`config.mk`:
```
export PLATFORM = sky130hd
export DESIGN_NAME = prog_loader
export DESIGN_NICKNAME = d
export VERILOG_FILES = /design/src/rtl/prog_loader.sv
export SDC_FILE = /design/constraint.sdc
export NUM_CORES = 1
export LEC_CHECK = 0
export ABC_AREA = 1
export CELL_PAD_IN_SITES_DETAIL_PLACEMENT = 1
export CELL_PAD_IN_SITES_GLOBAL_PLACEMENT = 2
export CORE_MARGIN = 2
export CORE_UTILIZATION = 34
export CTS_BUF_LIST = sky130_fd_sc_hd__clkbuf_8
export DETAILED_ROUTE_END_ITERATION = 7
export GPL_TIMING_DRIVEN = 0
export PLACE_DENSITY = 0.92
export RECOVER_POWER = 50
export SLEW_MARGIN = 20
export SYNTH_ARGS = -nofsm -noshare
export SYNTH_HDL_FRONTEND = slang
export SYNTH_SLANG_ARGS = --single-unit
```
`constraint.sdc`:
```
create_clock -name clock -period 2.2 [get_ports clock]
set_input_delay 0.22 -clock clock [delete_from_list [all_inputs] [get_ports clock]]
set_output_delay 0.22 -clock clock [all_outputs]
set_load 0.02 [all_outputs]
```
`src/rtl/prog_loader.sv`:
```
// Serial program loader: receives a framed word stream (count, hi/lo byte pairs,
// XOR checksum) and writes each 16-bit word into instruction memory.
module prog_loader #(
  parameter logic [15:0] TIMEOUT = 16'd50000
) (
  input  logic        clock,
  input  logic        reset,
  input  logic        load_req,
  input  logic        rx_valid,
  input  logic [7:0]  rx_data,
  output logic        rx_ready,
  output logic        i_we,
  output logic [7:0]  IM_addr,
  output logic [15:0] i_dataout,
  output logic        busy,
  output logic        done,
  output logic        err
);

  localparam logic [2:0] IDLE  = 3'd0;
  localparam logic [2:0] COUNT = 3'd1;
  localparam logic [2:0] HI    = 3'd2;
  localparam logic [2:0] LO    = 3'd3;
  localparam logic [2:0] WRITE = 3'd4;
  localparam logic [2:0] CHK   = 3'd5;
  localparam logic [2:0] DONE  = 3'd6;
  localparam logic [2:0] ERR   = 3'd7;

  logic [2:0]  state;
  logic [8:0]  remaining;
  logic [7:0]  checksum;
  logic [15:0] timer;
  logic        accept;
  logic        timer_expired;

  // NOTE: every output is decoded from the state register alone, so the async
  // reset pulls i_we low immediately instead of waiting for a clock edge.
  assign rx_ready = (state == COUNT) || (state == HI) || (state == LO) || (state == CHK);
  assign i_we     = (state == WRITE);
  assign done     = (state == DONE);
  assign err      = (state == ERR);
  assign busy     = (state != IDLE) && (state != DONE) && (state != ERR);

  assign accept        = rx_valid && rx_ready;
  assign timer_expired = ({1'b0, timer} + 17'd1) >= {1'b0, TIMEOUT};

  // NOTE: sequential state uses non-blocking assignments only, so every
  // register samples the pre-edge values of the others.
  always_ff @(posedge clock or negedge reset) begin
    if (!reset) begin
      state     <= IDLE;
      remaining <= '0;
      checksum  <= '0;
      timer     <= '0;
      IM_addr   <= '0;
      i_dataout <= '0;
    end else begin
      case (state)
        IDLE, DONE, ERR: begin
          if (load_req) begin
            state    <= COUNT;
            IM_addr  <= '0;
            checksum <= '0;
            timer    <= '0;
          end
        end

        COUNT, HI, LO, CHK: begin
          if (accept) begin
            timer <= '0;
            case (state)
              COUNT: begin
                // A count byte of zero encodes a full 256-word frame.
                remaining <= (rx_data == 8'd0) ? 9'd256 : {1'b0, rx_data};
                state     <= HI;
              end
              HI: begin
                i_dataout[15:8] <= rx_data;
                checksum        <= checksum ^ rx_data;
                state           <= LO;
              end
              LO: begin
                i_dataout[7:0] <= rx_data;
                checksum       <= checksum ^ rx_data;
                state          <= WRITE;
              end
              default: begin
                state <= (rx_data == checksum) ? DONE : ERR;
              end
            endcase
          end else if (timer_expired) begin
            state <= ERR;
          end else begin
            timer <= timer + 16'd1;
          end
        end

        WRITE: begin
          IM_addr   <= IM_addr + 8'd1;
          remaining <= remaining - 9'd1;
          state     <= (remaining == 9'd1) ? CHK : HI;
        end

        default: state <= IDLE;
      endcase
    end
  end

endmodule
```
Word level (Yosys, flattened, before mapping) --
Cells that the tools add are included.
Operators by class: $add $sub $neg 4, $mul 0, divide/modulo/power cells 0, order comparisons 1, eq/ne operators 17, shift operators 0, mux-type cells 20, bitwise gates (word level) 1, reductions and logical operators 22
Operators with widths (count):
- 16-bit two-way mux | 3
- 16-bit one-hot mux with 2 select lines | 1
- 8-bit one-hot mux with 2 select lines | 2
- 9-bit two-way mux | 3
- 8-bit two-way mux | 3
- 3-bit one-hot mux with 3 select lines | 2
- 9-bit one-hot mux with 2 select lines | 1
- 16-bit by 1-bit adder with 17-bit output (second input constant) | 1
- 17-bit by 16-bit greater-or-equal comparator with 1-bit output (second input constant) | 1
- 16-bit by 1-bit adder with 16-bit output (second input constant) | 1
- 3-bit equality test (second input constant) | 4
- 3-bit two-way mux | 4
- 3-bit != test (second input constant) | 4
- 3-bit AND reduction | 4
- 9-bit by 1-bit equality test with 1-bit output (second input constant) | 1
- 9-bit by 1-bit subtractor with 9-bit output (second input constant) | 1
- 8-bit by 1-bit adder with 8-bit output (second input constant) | 1
- 8-bit equality test | 1
- 8-bit zero test | 1
- 2-bit != test (second input constant) | 4
- 8-bit XOR | 1
- 3-bit by 2-bit equality test with 1-bit output (second input constant) | 2
- 2-bit nonzero test | 3
- 2-bit AND reduction | 2
- other kinds (10) | 14
Word-level totals: bits in registers 60, bits in latches 0, memory bits (writable) 0, ROM bits 0, bits of input ports 12, output and inout port bits 29, logic and storage cells 72, memories kept 0

Depth between registers and ports, before layout --
Gate-level depths: netlist of run 1.
word-level depth 7, depth in mapped cells 16, depth with buffers taken out 15

Least setup slack after synthesis of run 1 --
OpenSTA, ideal clock, no wires.
path type register to register, start register timer[0], end register timer[9], library setup time 0.116 ns, arrival 1.726 ns, data required time 2.084 ns, path slack 0.358 ns, cell stages (with the launch flop) 16, buffers on the path 1, clock period less this slack 1.842 ns, cells stage by stage dfrtp_1 -> ha_1 -> nand2_1 -> nor2_4 -> nand2_2 -> nand2_1 -> nand2_1 -> nor2_1 -> nand3_1 -> nand2_2 -> nand2_1 -> nand2_2 -> nand2_4 -> buf_12 -> nand2_2 -> nand2_2
On the way: cells in the longest elaborated chain, start to end 4, elaborated cells between the ends (all ways) 8, those cells by class add/sub: 2; order compare: 1; eq/ne: 1; mux: 3; reduce/logical: 1
RTL lines:
- start: declaration | line 32 | logic [15:0] timer;
- start signal: assignment | line 94 | timer <= timer + 16'd1;
- 16-bit by 1-bit adder with 17-bit output / 16-bit by 1-bit adder with 16-bit output (equally long branches) | line 45, 94
- 17-bit by 16-bit greater-or-equal comparator with 1-bit output / 16-bit two-way mux (equally long branches) | line 45, 91
- 3-bit != test (no source line) / 16-bit two-way mux (equally long branches)
- 3-bit AND reduction (no source line) / 16-bit one-hot mux with 2 select lines (equally long branches)
Parallel ways exist; a longest one is shown, timed or not. The select of a mux whose other input is x is not followed. A chain may end at the register's enable or synchronous reset.

Final worst setup path of run 1 --
start register timer[1], end register timer[8]
Same word-level chain as after synthesis.

==> results.txt, run 1 <==
Status: finished with violations
Failing checks: max-capacitance violations, max-slew violations
Pin count of the biggest net entering global routing: 37
Combinational share of power: 51.2%
DP HPWL: 7433 um
Grt ovf: 0
Hold Path Class: flip-flop to flip-flop
Adder-Cell Fraction of Synth Area: 1.421%
Sequential power share: 31.2%
Static Leak: 2.181 nW
Antenna-violating nets left: 0
Part of the power in the clock network: 17.6%
Total power: 5.494 mW
Critical Path End Type: flip-flop
Peak supply drop: 0.6040 mV
Worst hold start: i_dataout[4]$_DFFE_PN0P_
GPL Wtd Cong: 0.8204
RSZ-0062 raised after global routing: true
CP Data Arrival Time: 2.44 ns
Initial core utilization: 34.57%
# diodes: 0
Die Wd: 105.8 um
Syn nets: 481
Post-Synth XOR/XNOR Area: 2.736%
Syn-to-layout area delta: 30.63%
CP Cell Sequence: buf_6, nand2_4, nor2_4, nand2_4, nor2_8, nand2_2, nand2_2, nand3_2, nor2_2, nand2_2, nand2_2, nand2_2, nand2_4, clkbuf_16, nand2_2, nand2_2
Row count: 37
Tmin final: 2.143 ns
Post-synthesis sequential area ratio: 42.64%
Req. time, crit path: 2.49 ns
Hold depth: 2
Reg2reg path depth: 16
Fraction of power spent switching nets: 45.01%
Clk_skew: 0.01082 ns
Synth area leaders: dfrtp_1 43%, nand2_1 13%, o21ai_0 6.4%
DRT Wirelength: 10500 um
Share of cells above drive strength 1: 21.12%
Global Route Usage Sum: 19.11%
Max Cap Violations: 1
Clock buffer count from CTS: 9
Buf+Inv Stages, Crit Path: 2
Switching pwr: 2.473 mW
Worst Setup SP: timer[1]$_DFFE_PN0P_
# DRC: 0
Average size of a mapped cell: 7.572 um^2
Layout Nets: 546
Post-synthesis cell area: 3521 um^2
Main combinational cell family by area after synthesis: simple AND/OR/NAND/NOR gates
Slew Viols, Final: 25
Max clock buf depth: 2
I/O pins: 41
Vias in the first global route: 3479
H-Tree Level Count: 3
Worst-Skew Late Latency: 0.35 ns
DIE AREA: 11190 um^2
Post-synthesis mux area share: 0%
Final worst-path cycle share: 97.40%
Slew headroom: -1.038%
Yosys reg bits: 60
First DRT Iteration DRCs: 98
Root buf cell: clkbuf_8
R2R Path Start: timer[1]$_DFFE_PN0P_
Total power divided by cell area: 1194 nW/um^2
Clock transition at the registers of the reported paths: 0.08 ns
CP peak stage delay: 0.42 ns
Die H: 105.8 um
Simple-gate portion of the synthesized area: 35.25%
Vias post-DR: 3386
Tightest Pin Transition: 1.516 ns
Warnings, synthesis: 0
CP max FO: 5
First-pass iteration count of the detailed router: 4
First-pass GRT wire length: 16980 um
Hold Fails Final Rpt: 0
Synth unique cells: 35
Compound-cell area share of the yosys netlist: 10.95%
CP max stage cell: dfrtp_1
CP startpoint kind: flip-flop
Post-Layout Cell Count: 671
Delay-heaviest family, CP: simple AND/OR/NAND/NOR gates
PortBufs: 40
Internal: 3.021 mW
Critical setup path kind: flip-flop to flip-flop
FMAX: 466.7 MHz
Area leader, netlist: dfrtp_1
CTS tree: yes
Critical Path Stages: 16
Placed Cells: 642
Core ar.: 10180 um^2
Routed len/inst: 15.64 um
Syn Inst Count: 465
Vias per cell: 5.046
Synth top area share: 42.64%
Crit path top cell by count: nand2_2
Initial antenna violation count: 0
Clock sinks: 60
Final setup viols: 0
-- through the flow --
step / hold WS (ns) / utilization [%] / instance area [um^2] / setup slack [ns] / TNS (ns)
after floorplan: -0.07559 / - / 3521 / 0.3580 / 0
after global placement: 0.4706 / 40.17 / 4091 / -1.220 / -73.35
after detailed placement: 0.1648 / 40.34 / 4109 / -0.3784 / -0.8308
after CTS: 0.3281 / 42.47 / 4325 / 0.001782 / 0
after global routing: 0.5132 / 45.16 / 4599 / -0.07415 / -0.8680
final: 0.4848 / 45.16 / 4599 / 0.05717 / 0
-- worst min-delay path, cell delays in order (launching register included) --
cell and delay (ns):
dfrtp_1 0.35, nand2_1 0.05, o21ai_0 0.06
-- synth_stat cells --
library cell	n
nand3_1	41
a22oi_1	2
ha_1	4
nand2_4	2
nand3_2	2
o211ai_1	1
buf_2	1
inv_2	4
dfrtp_1	60
inv_1	44
nand2_2	28
o41ai_1	4
buf_6	1
clkinv_1	1
xnor2_1	5
or2_1	5
nor2_1	31
or2_0	1
o21ai_0	45
a21oi_1	11
or2_2	1
clkbuf_1	7
nor4_1	2
xor2_1	6
nand2_1	121
buf_12	1
nor2_4	4
o21bai_1	1
o22ai_1	2
nand4_1	8
nor2_8	1
o31ai_1	2
nor2_2	5
a31oi_1	2
nor3_1	9
-- power by group through the flow --
stage | combinational [mW] | sequential [mW] | clock (mW)
after floorplan | 1.41 | 1.87 | 0
after global placement | 2.41 | 1.71 | 0
after detailed placement | 2.51 | 1.73 | 0
after CTS | 2.53 | 1.72 | 0.989
after global routing | 3.11 | 1.77 | 1.03
final | 2.81 | 1.72 | 0.965
-- registers in the layout, indices dropped and copies added (netlist names) --
| signal | cells |
|---|---|
| checksum | 8 |
| timer | 16 |
| state | 3 |
| remaining | 9 |
| IM_addr | 8 |
| i_dataout | 16 |
-- cells by family (layout without fill, tap and decap cells) --
family / after synthesis / after routing
AND/OR/NAND/NOR: 261 / 261
AO/OA/AOI/OAI: 70 / 70
flip-flops: 60 / 60
buffers and inverters: 59 / 129
XOR/XNOR: 11 / 11
adder cells (fa/ha/maj): 4 / 4
-- placed cells by master (no fill, tap or decap), types with 3 or more instances in the layout --
master / instances
or2_1: 5
buf_4: 7
nand2_2: 36
inv_1: 42
clkdlybuf4s50_1: 29
inv_2: 5
xnor2_1: 5
nor2_2: 7
xor2_1: 6
o41ai_1: 4
clkbuf_8: 11
clkbuf_1: 4
nand4_1: 8
dfrtp_1: 54
nand3_1: 40
o21ai_0: 45
dfrtp_2: 6
nand2_4: 7
nand2_1: 108
nor3_1: 9
clkinvlp_4: 4
ha_1: 3
nor2_1: 26
a21oi_1: 11
buf_12: 3
dlygate4sd3_1: 8
nor2_4: 7
-- layer usage --
| layer | track usage (%) | share of wire, % |
|---|---|---|
| met3 | 3.092 | 2.4 |
| met2 | 33.82 | 52 |
| met4 | 6.391 | 1.8 |
| met1 | 23.58 | 44 |
| met5 | 0 | 0 |
-- repair_timing --
action                                  4_1_cts  5_1_grt
resized for setup                            12       45
buffers inserted                              0        9
hold endpoints to repair                     24        0
endpoints found under the setup margin       20       38
hold buffers                                  1        0
gates cloned                                  0        3
pin swaps                                     0       17
-- path summary, 6_finish.rpt --
kind | to | slack [ns]
setup / recovery | timer[8]$_DFFE_PN0P_ | 0.06
max in group asynchronous | state[1]$_DFFE_PN0P_ | 0.43
min in group asynchronous | timer[10]$_DFFE_PN0P_ | 0.76
hold / removal | i_dataout[4]$_DFFE_PN0P_ | 0.48
setup reg to reg | timer[8]$_DFFE_PN0P_ | 0.06
hold reg to reg | i_dataout[4]$_DFFE_PN0P_ | 0.48
-- cell type report --
class | instances | area [um^2]
buffer | 10 | 85.08
clock buffer | 10 | 137.6
clock inverter | 6 | 47.55
fill | 1269 | 5585
inverter | 49 | 191.4
multi-input combinational | 346 | 1891
sequential | 60 | 1509
tap | 136 | 170.2
timing repair buffer | 53 | 560.5
timing repair inverter | 1 | 7.507
(Power assumes the default switching activity.)
==> run 2, diff against run 1 <==
CAP_MARGIN = 0   (was not set)
clock period = 2.3 ns   (was 2.2 ns; I/O delays follow)
==> results.txt, run 2 (synthesis gave the netlist of run 1 again) <==
CTS tree: yes
R2r setup slk: 0.17 ns (+0.11 ns)
Core ar.: 10180 um^2 (unchanged)
Grt ovf: 0 (unchanged)
R2R Path Start: state[0]$_DFFE_PN0P_
Critical setup path kind: flip-flop to output port
Placed Cells: 642 (unchanged)
FMAX: 455.5 MHz
Commonest non-fill, non-tap cell in the layout: nand2_1
Worst hold start: i_dataout[4]$_DFFE_PN0P_
Min Hold Slack: 0.4847 ns (-0.00009500 ns)
Static Leak: 2.078 nW (-4.7%)
CP startpoint kind: flip-flop
GPL Wtd Cong: 0.8204 (unchanged)
Clock sinks: 60 (unchanged)
Clock buffer count from CTS: 9 (unchanged)
PortBufs: 40 (unchanged)
Root buf cell: clkbuf_8
Max Cap Violations: 1 (unchanged)
Tightest Pin Transition: 1.505 ns (-0.01048 ns)
Pin count of the biggest net entering global routing: 37 (unchanged)
Final setup viols: 0 (unchanged)
Finished Core Util: 43.10% (-2.1 points)
Share of cells above drive strength 1: 15.72% (-5.4 points)
CP peak stage delay: 0.63 ns (+0.21 ns)
Commonest non-fill, non-tap cells in the layout: 121 x nand2_1, 60 x dfrtp_1, 45 x o21ai_0, 43 x inv_1, 40 x nand3_1
Row count: 37 (unchanged)
Routed len/inst: 15.24 um (-2.6%)
Worst-Skew Late Latency: 0.35 ns (about the same)
Hold Path Class: flip-flop to flip-flop
Antenna-violating nets left: 0 (unchanged)
Die H: 105.8 um (unchanged)
DRT Wirelength: 10120 um (-3.6%)
Worst Hold Path EP: i_dataout[4]$_DFFE_PN0P_
Max clock buf depth: 2 (unchanged)
CP Cell Sequence: nor2_1, inv_2, nand2_2, inv_2, clkdlybuf4s50_1
Hold Fails Final Rpt: 0 (unchanged)
CP max stage cell: clkdlybuf4s50_1
Critical Path End Type: output port
CP Data Arrival Time: 1.97 ns (-0.47 ns)
Die Wd: 105.8 um (unchanged)
I/O pins: 41 (unchanged)
Hold depth: 2 (unchanged)
CP max FO: 8 (+3)
Layout Nets: 539 (-1.3%)
Vias per cell: 5.005 (-0.83%)
Status: finished with violations
DIE AREA: 11190 um^2 (unchanged)
Clock transition at the registers of the reported paths: 0.08 ns (about the same)
DP HPWL: 7433 um (unchanged)
Tmin final: 2.195 ns
Crit path top cell by count: inv_2
# DRC: 0 (unchanged)
Failing checks: max-capacitance violations, max-slew violations
First-pass GRT wire length: 17030 um (+0.29%)
Fillers: 1286 (+1.3%)
Post-Layout Cell Count: 664 (-1.0%)
Peak supply drop: 0.5697 mV (-5.7%)
Reg-to-reg endpoint: checksum[2]$_DFFE_PN0P_
Reg2reg path depth: 9 (-7)
H-Tree Level Count: 3 (unchanged)
Req. time, crit path: 2.07 ns (-0.42 ns)
Vias in the first global route: 3478 (-0.029%)
Initial antenna violation count: 0 (unchanged)
Fin Setup TNS: 0 ns (unchanged)
Slew headroom: -0.3387% (+0.70 points)
Top flop regs: i_dataout x16, timer x16, remaining x9
Total power: 4.994 mW (-9.1%)
Slew Viols, Final: 24 (-4.0%)
Initial core utilization: 34.57% (unchanged)
Syn-to-layout area delta: 24.66%
First DRT Iteration DRCs: 118 (+20%)
Final worst-path cycle share: 95.45%
# diodes: 0 (unchanged)
Global Route Usage Sum: 19.14% (+0.026 points)
Multi-input gate area: 1808 um^2 (-4.4%)
Clk_skew: 0.01248 ns (+0.001652 ns)
Storage element area: 1501 um^2 (-0.50%)
Total power divided by cell area: 1138 nW/um^2 (-4.7%)
First-pass iteration count of the detailed router: 6 (+2)
Vias post-DR: 3323 (-1.9%)
==> run 2: changes by cell type in the layout (fill, tap and decap cells not counted), moves of 2 or more <==
cell,before,now
nand2_1,108,121
dfrtp_2,6,0
nand2_4,7,2
clkbuf_16,2,0
nand2_2,36,28
clkdlybuf4s50_1,29,23
buf_4,7,4
dfrtp_1,54,60
nand3_2,1,3
nand3_4,2,0
nor2_1,26,28
dlygate4sd3_1,8,15
==> run 2: layout make-up <==
class	instances	share of cell area, %
inverters	49	4.361
clock buffers	10	3.136
flip-flops and latches	60	34.21
well taps	136	3.877
repair buffers	46	10.35
clock inverters	6	1.083
multi-input cells	346	41.19
repair inverters	1	0.1710
plain buffers	10	1.625
==> run 2: how the worst max path moves through the flow <==
stage                    startpoint                       end
6_report       state[0]$_DFFE_PN0P_                  rx_ready
5_1_grt        state[0]$_DFFE_PN0P_   checksum[2]$_DFFE_PN0P_
4_1_cts        state[0]$_DFFE_PN0P_   checksum[2]$_DFFE_PN0P_
3_5_place_dp   state[0]$_DFFE_PN0P_                      i_we
3_3_place_gp                  reset  remaining[7]$_DFFE_PN0P_
2_1_floorplan  timer[0]$_DFFE_PN0P_      timer[9]$_DFFE_PN0P_
==> run 2: repair_timing <==
item / in CTS / in global routing
resized for setup: 7 / 15
hold endpoints to repair: 24 / 0
hold buffers: 1 / 0
pin swaps: 0 / 1
buffers inserted: 0 / 4
endpoints found under the setup margin: 2 / 29
cloned: 0 / 1
==> run 2: critical path, delay by kind of cell (launching register included) <==
| family | cells | cell delay [ns] |
|---|---|---|
| flops | 1 | 0.47 |
| simple gates | 2 | 0.22 |
| buf+inv | 3 | 0.92 |
==> run 2: report_power, final <==
part	switching [mW]	total, mW	internal [mW]
combinational	1.54	2.44	0.892
clock	0.491	0.921	0.430
sequential	0.244	1.64	1.39
==> run 2: stage by stage <==
step | worst slack (ns) | cell area (um^2)
final | 0.1048 | 4389
after global routing | -0.005887 | 4389
after CTS | 0.02339 | 4309
after detailed placement | -0.2884 | 4109
after global placement | -1.130 | 4091
after floorplan | 0.4580 | 3521
==> run 2: routing by layer <==
metal | track usage, % | part of all wire (%) | up-vias
met4 | 6.109 | 1.4 | 0
met1 | 23.55 | 46 | 1636
met3 | 3.092 | 2.3 | 11
li1 | - | - | 1636
met5 | 0 | 0 | -
met2 | 34.10 | 50 | 40
